<file path="src/rtl/jk_cmd_sequencer.sv">
// jk_cmd_sequencer: queues hold/reset/set/toggle commands with a repeat
// count and drives a JK flip-flop's J/K inputs one command at a time.
// Ports: iClk, iRst (async, high), iValid/oReady/iOp/iRep command input,
// iAbort flush, oJ/oK drive, oBusy/oLast status, oEmpty/oFull FIFO state.
module jk_cmd_sequencer #(
    parameter int DEPTH = 4,
    parameter int CNT_W = 4
) (
    input  logic             iClk,
    input  logic             iRst,
    input  logic             iValid,
    output logic             oReady,
    input  logic [1:0]       iOp,
    input  logic [CNT_W-1:0] iRep,
    input  logic             iAbort,
    output logic             oJ,
    output logic             oK,
    output logic             oBusy,
    output logic             oLast,
    output logic             oEmpty,
    output logic             oFull
);

    localparam int AW = $clog2(DEPTH);
    localparam int EW = 2 + CNT_W;

    typedef enum logic {
        IDLE,
        APPLY
    } state_t;

    logic [EW-1:0] mem [DEPTH];
    logic [AW-1:0] wr_ptr;
    logic [AW-1:0] rd_ptr;
    logic [AW:0]   count;
    logic [CNT_W-1:0] rem;
    state_t        state;
    logic          push;
    logic          pop;
    logic [EW-1:0] head;

    assign oEmpty = (count == '0);
    assign oFull  = (count == (AW+1)'(DEPTH));
    // Ready comes from registered occupancy only: a pop on the same
    // edge never frees room for a push into a full FIFO.
    assign oReady = !oFull;
    assign oBusy  = (state == APPLY);
    assign oLast  = (state == APPLY) && (rem == '0);

    assign push = iValid && oReady && !iAbort;
    // Pop when idle or on the final cycle of the active command.
    assign pop  = !oEmpty && ((state == IDLE) || oLast);
    assign head = mem[rd_ptr];

    always_ff @(posedge iClk) begin
        if (push) begin
            mem[wr_ptr] <= {iOp, iRep};
        end
    end

    always_ff @(posedge iClk or posedge iRst) begin
        if (iRst) begin
            state  <= IDLE;
            wr_ptr <= '0;
            rd_ptr <= '0;
            count  <= '0;
            rem    <= '0;
            oJ     <= 1'b0;
            oK     <= 1'b0;
        end else if (iAbort) begin
            state  <= IDLE;
            wr_ptr <= '0;
            rd_ptr <= '0;
            count  <= '0;
            rem    <= '0;
            oJ     <= 1'b0;
            oK     <= 1'b0;
        end else begin
            if (push) begin
                wr_ptr <= wr_ptr + 1'b1;
            end
            if (pop) begin
                rd_ptr <= rd_ptr + 1'b1;
            end
            unique case (1'b1)
                (push && !pop): count <= count + 1'b1;
                (pop && !push): count <= count - 1'b1;
                default:        count <= count;
            endcase

            unique case (state)
                IDLE: begin
                    if (pop) begin
                        state <= APPLY;
                        rem   <= head[CNT_W-1:0];
                        oJ    <= head[EW-1];
                        oK    <= head[EW-2];
                    end
                end
                APPLY: begin
                    if (rem != '0) begin
                        rem <= rem - 1'b1;
                    end else if (pop) begin
                        // Chain straight into the next command, no gap.
                        rem <= head[CNT_W-1:0];
                        oJ  <= head[EW-1];
                        oK  <= head[EW-2];
                    end else begin
                        state <= IDLE;
                        oJ    <= 1'b0;
                        oK    <= 1'b0;
                    end
                end
                default: state <= IDLE;
            endcase
        end
    end

endmodule

</file>
<file path="config.mk">
export PLATFORM = sky130hd
export DESIGN_NAME = jk_cmd_sequencer
export DESIGN_NICKNAME = d
export VERILOG_FILES = /design/src/rtl/jk_cmd_sequencer.sv
export SDC_FILE = /design/constraint.sdc
export NUM_CORES = 1
export LEC_CHECK = 0
export ABC_AREA = 0
export BUFFER_PORTS_ARGS = -buffer_cell sky130_fd_sc_hd__buf_2
export CAP_MARGIN = 20
export CORE_MARGIN = 2
export CORE_UTILIZATION = 43
export CTS_CLUSTER_SIZE = 14
export DETAILED_ROUTE_END_ITERATION = 8
export PLACE_DENSITY_LB_ADDON = 0.08
export SLEW_MARGIN = 25
export SYNTH_ARGS = -nofsm -noshare
export SYNTH_HDL_FRONTEND = slang
export SYNTH_SLANG_ARGS = --single-unit
</file>
<file path="constraint.sdc">
create_clock -name iClk -period 2.3 [get_ports iClk]
set_clock_uncertainty 0.05 [all_clocks]
set_input_delay 0.345 -clock iClk [delete_from_list [all_inputs] [get_ports iClk]]
set_output_delay 0.345 -clock iClk [all_outputs]
set_load 0.005 [all_outputs]
</file>
# Yosys cells after proc, flatten, opt, wreduce, memory -nomap -nowiden
# Memory sizes are Yosys's and may differ from the RTL's.
# Cells that the tools add are included.
[totals]
wordCells = 62
out_inout_bits = 7
ff_bits = 14
n_memories = 1
ram_bits = 24
[memory_table]
columns = ["memory", "depth", "width", "rd", "rd_clocked_by_memory_dff", "wr", "line_no", "rtl"]
rows = [
  ["mem", 4, 6, 1, 0, 1, "32", "logic [EW-1:0] mem [DEPTH];"],
]
[op_classes]
mux = 26
n_bitwise = 1
n_addsub = 5
eq_ne = 3
n_reduce_logical = 19
[op_table]
columns = ["cell", "n"]
rows = [
  ["$mux W1", 13],
  ["$mux W4", 3],
  ["$mux W2", 4],
  ["$pmux W4 S2", 1],
  ["$logic_and A1 B1 Y1", 6],
  ["$ne A3 B3 Y1 const B", 2],
  ["$pmux W1 S2", 3],
  ["$pmux W3 S2", 1],
  ["$logic_not A1 Y1", 5],
  ["$add A2 B1 Y2 const B", 2],
  ["$logic_not A4 Y1", 1],
  ["$reduce_bool A2 Y1", 2],
  ["$reduce_bool A4 Y1", 1],
  ["$sub A4 B1 Y4 const B", 1],
  ["$add A3 B1 Y3 const B", 1],
  ["$eq A3 B3 Y1 const B", 1],
  ["$logic_not A3 Y1", 1],
  ["$mux W3", 1],
  ["$reduce_bool A3 Y1", 1],
  ["$sub A3 B1 Y3 const B", 1],
  ["$reduce_and A2 Y1", 1],
  ["$logic_or A1 B1 Y1", 1],
  ["$not A1 Y1", 1],
]

# Logic depth before layout (Yosys ltp)
[logic_depth]
ltp_word = 8
depth_mapped = 11

# Worst setup path before layout
# Ideal clock, no wire load.
[synth_timing]
path_kind = "flip-flop to flip-flop"
from = "register rem[0]"
to = "register count[1]"
arrival_ns = 2.375
slack_ns = -0.218
path_stages_with_launch = 11
t_required_ns = 2.156
synth_period_minus_slack_ns = 2.518
path_cell_list = "dfrtp_1 -> inv_1 -> ha_1 -> or3b_4 -> clkbuf_8 -> a21oi_1 -> o31a_1 -> fa_1 -> o31ai_1 -> a221o_1 -> a221oi_2"
[synth_via]
elab_chain_len = 8
[synth_lines]
columns = ["element", "line_no", "rtl"]
rows = [
  ["start: declaration", "36", "logic [CNT_W-1:0] rem;"],
  ["start signal: assignment", "95", "rem <= head[CNT_W-1:0];"],
  ["start signal: assignment", "102", "rem <= rem - 1'b1;"],
  ["start signal: assignment", "105", "rem <= head[CNT_W-1:0];"],
  ["$logic_not A4 Y1 *", "48", "assign oLast = (state == APPLY) && (rem == '0);"],
  ["$logic_and A1 B1 Y1 *", "48", ""],
  ["$logic_or A1 B1 Y1 *", "52", "assign pop = !oEmpty && ((state == IDLE) || oLast);"],
  ["$logic_and A1 B1 Y1 *", "52", ""],
  ["$logic_not A1 Y1", "86", "(push && !pop): count <= count + 1'b1;"],
  ["$logic_and A1 B1 Y1", "86", ""],
  ["$pmux W3 S2", "85", "unique case (1'b1)"],
  ["$mux W3", "70", "end else if (iAbort) begin"],
  ["end signal: assignment", "86", ""],
  ["end signal: assignment", "87", "(pop && !push): count <= count - 1'b1;"],
  ["end signal: assignment", "88", "default: count <= count;"],
  ["end: declaration", "35", "logic [AW:0] count;"],
]
# Every way passes the cells marked *; elsewhere a longest branch is shown, timed or not.
# A chain may end at the register's enable or synchronous reset.

# Final worst setup path
[layout_timing]
from = "register count[1]"
to = "register count[1]"
[layout_via]
elab_chain_len = 8
[layout_lines]
columns = ["element", "line_no", "rtl"]
rows = [
  ["$eq A3 B3 Y1", "43", "assign oFull = (count == (AW+1)'(DEPTH));"],
  ["$logic_not A1 Y1", "46", "assign oReady = !oFull;"],
  ["$logic_and A1 B1 Y1 (2 in series)", "50", "assign push = iValid && oReady && !iAbort;"],
  ["$logic_not A1 Y1", "87", ""],
  ["$logic_and A1 B1 Y1", "87", ""],
  ["$pmux W3 S2", "85", ""],
  ["$mux W3", "70", ""],
]
# Several ways; a longest one is shown, not always the timed one.

==> run_results.csv <==
group,metric,value,unit
detailed_routing,drt-total-wl,3600,um
logic_synthesis,synth_cell_types,39,
die,die_y,69.3,um
setup_path,cp_data_arrival_time,2.40,ns
timing,hold_viol,0,
die,rows,23,
timing,slew_headroom,62.2,%
logic_synthesis,ys.flop_type,"edfxtp_1",
logic_synthesis,yosysWarnings,0,
setup_path,cp-end-kind,"flop",
timing,postLayoutSetupSlackWorst,0.0347,ns
power,p_sw,0.934,mW
timing,worst_pin_slew,0.567,ns
setup_path,worstPathMaxFanout,2,
run,drv_cap,0,
cts,numCtsBuffers,5,
logic_synthesis,syn_avg_cell_area,12.7,um2
timing,min_period_over_period,98.5,%
logic_synthesis,syn_area,1830,um2
cts,cts-root-buf,"clkbuf_8",
power,p_int,1.65,mW
timing,rsz0062_at_grt,"yes",
setup_path,path_cells,"or3_4, clkinv_2, a21oi_4, o31a_1, fa_2, o31ai_1, a221o_1, a221oi_2",
detailed_routing,first_pass_iters,4,
placement,dp_hpwl,2500,um
power,cellPowerDensity,1190,nW/um2
placement,place_ws,0.00422,ns
setup_path,slowest_delay,0.55,ns
placement,gp_congestion,0.805,
placement,dp.cells,216,
cts,clkTransAtPathRegs,0.07,ns
cts,clk_path_buf_depth,2,
layout,stdcell_count,226,
power,max-vdd-ir-drop,0.000517,V
timing,tns,0,ns
run_status,status,"finished clean",
global_route,overflow,0,
power,p_leak,0.862,nW
placement,port_buffers,16,
timing,period_minus_slack,2.27,ns
setup_path,critPathBufInv,1,
setup_path,critPathKind,"flop to flop",
die,start_util,45.2,%
detailed_routing,vias_per_cell,5.39,
logic_synthesis,synth_top_area_cell,"edfxtp_1",
power,power_frac_seq,36.3,%
power,switching_share,36.2,%
detailed_routing,route.detailed.drc,0,
layout,num-nets-final,191,
setup_path,critPathLaunchType,"flop",
die,io_pins,17,
setup_path,r2r_cells,8,
placement,place_area,2050,um2
power,pwr-share-clk,16.4,%
global_route,grt_pass1_wl,5870,um
die,core-area,4060,um2
global_route,grt_usage,15.5,%
logic_synthesis,synth_edf_count,24,
timing,fmax,441,MHz
global_route,grt_max_degree,17,
timing,setup_violations,0,
layout,antenna_cells,0,
logic_synthesis,syn_nets,161,
logic_synthesis,synthTopCellsByCount,"edfxtp_1, dfrtp_1, inv_1, a21oi_1, nor2_1",
worst_hold_path,holdCritPathClass,"input port to async pin",
logic_synthesis,synthArstFlopShare,36.8,%
die,die_w,69.3,um
setup_path,path_delay_family,"compound AO/OA/AOI/OAI gates",
setup_path,cp_slowest_cell,"fa_2",
setup_path,cp.required,2.44,ns
timing,whs,0.0590,ns
power,p_total,2.58,mW
detailed_routing,post_drt_wl_per_cell,15.9,um
cts,cts_tree,"yes",
logic_synthesis,synth.top_cells.by_area,"edfxtp_1, dfrtp_1, mux4_2, ha_1, a21oi_1",
logic_synthesis,syn-instance-count,145,
layout,syn_to_final_growth,17.8,%
layout,final_area,2160,um2
layout,postLayoutCoreUtil,53.3,%
global_route,grt_pass1_vias,1273,
setup_path,cp.depth,8,
layout,drive_above_1_share,30.7,%
logic_synthesis,seq_area_frac_synth,58.4,%
cts,clk_latency,0.28,ns
cts,clock-sinks,38,
detailed_routing,vias,1219,
layout,num-fill-cells,359,
logic_synthesis,synth_top_area_share,39.3,%
global_route,antenna_found_initial,0,
detailed_routing,dr.first_iter.drc_count,64,
logic_synthesis,synth.most_common_cell,"edfxtp_1",
cts,cts_max_level,2,
detailed_routing,final_antenna_net_count,0,
timing,maxSlewViolCount,0,
power,p_comb_share,47.3,%
die,die_area,4800,um2
logic_synthesis,ys_seq_elements,38,
-- path summary, 6_finish.rpt --
kind / endpoint / start / slack, ns
setup / recovery: count[1] / count[1] / 0.03
hold / removal: rem[0] / iRst / 0.06
setup reg to reg: count[1] / count[1] / 0.03
hold reg to reg: oK / oK / 0.52
max in group asynchronous: wr_ptr[0] / iRst / 1.77
min in group iClk: mem[0][1] / iRep[1] / 0.23
-- flip-flops by register name (all words and copies together), names as in the netlist --
name	flops
oK	1
rem	4
mem	24
rd_ptr	2
oJ	1
count	3
oBusy	1
wr_ptr	2
-- timing repair --
action / 4_1_cts / 5_1_grt
pin swaps: 0 / 0
setup buffers: 0 / 2
gates resized for setup: 1 / 1
endpoints found under the setup margin: 1 / 2
hold buffers: 0 / 0
-- layer usage --
layer,up-vias,wire length (um),global-route usage [%]
li1,589,-,-
met1,596,1600,19.2
met2,32,1830,26.4
met3,2,160,3.78
met4,0,17,5.45
met5,-,0,0
-- placed cells by master (no fill, tap or decap), types with 2 or more instances in the layout --
master and count:
a21oi_1 10, a221oi_1 2, a31oi_1 3, and2_1 4, buf_2 16, buf_4 15
clkbuf_8 5, clkinv_2 2, dfrtp_1 14, edfxtp_1 24, ha_1 4, inv_1 12
mux4_2 6, nand2_1 8, nand3_1 3, nor2_1 11, nor3_1 2, o21ai_0 5
xnor2_1 5
-- logic make-up (layout without fill, tap and decap cells) --
family	after synthesis	count (layout)	share of synthesized area (%)
XOR/XNOR	5	5	2.39
adder cells (fa/ha/maj)	6	6	4.50
AND/OR/NAND/NOR	35	35	9.55
buffers and inverters	21	52	4.91
multiplexers	7	7	7.91
flip-flops	38	38	58.4
AO/OA/AOI/OAI	33	33	12.3
-- power groups by stage --
stage / registers (mW) / logic (mW) / clock network [mW]
after floorplan: 0.928 / 0.819 / 0
after global placement: 0.947 / 1.14 / 0
after detailed placement: 0.951 / 1.16 / 0
after CTS: 0.938 / 1.18 / 0.441
after global routing: 0.955 / 1.34 / 0.477
final: 0.938 / 1.22 / 0.424
-- layout make-up --
class | count | area, um2 | area share, %
multi-input combinational | 86 | 699 | 32.4
sequential | 38 | 1070 | 49.6
clock inverter | 3 | 16.3 | 0.753
timing repair buffer | 31 | 193 | 8.92
tap | 50 | 62.6 | 2.90
clock buffer | 5 | 68.8 | 3.18
inverter | 13 | 50.0 | 2.32
Power figures use the tool's default switching activity.
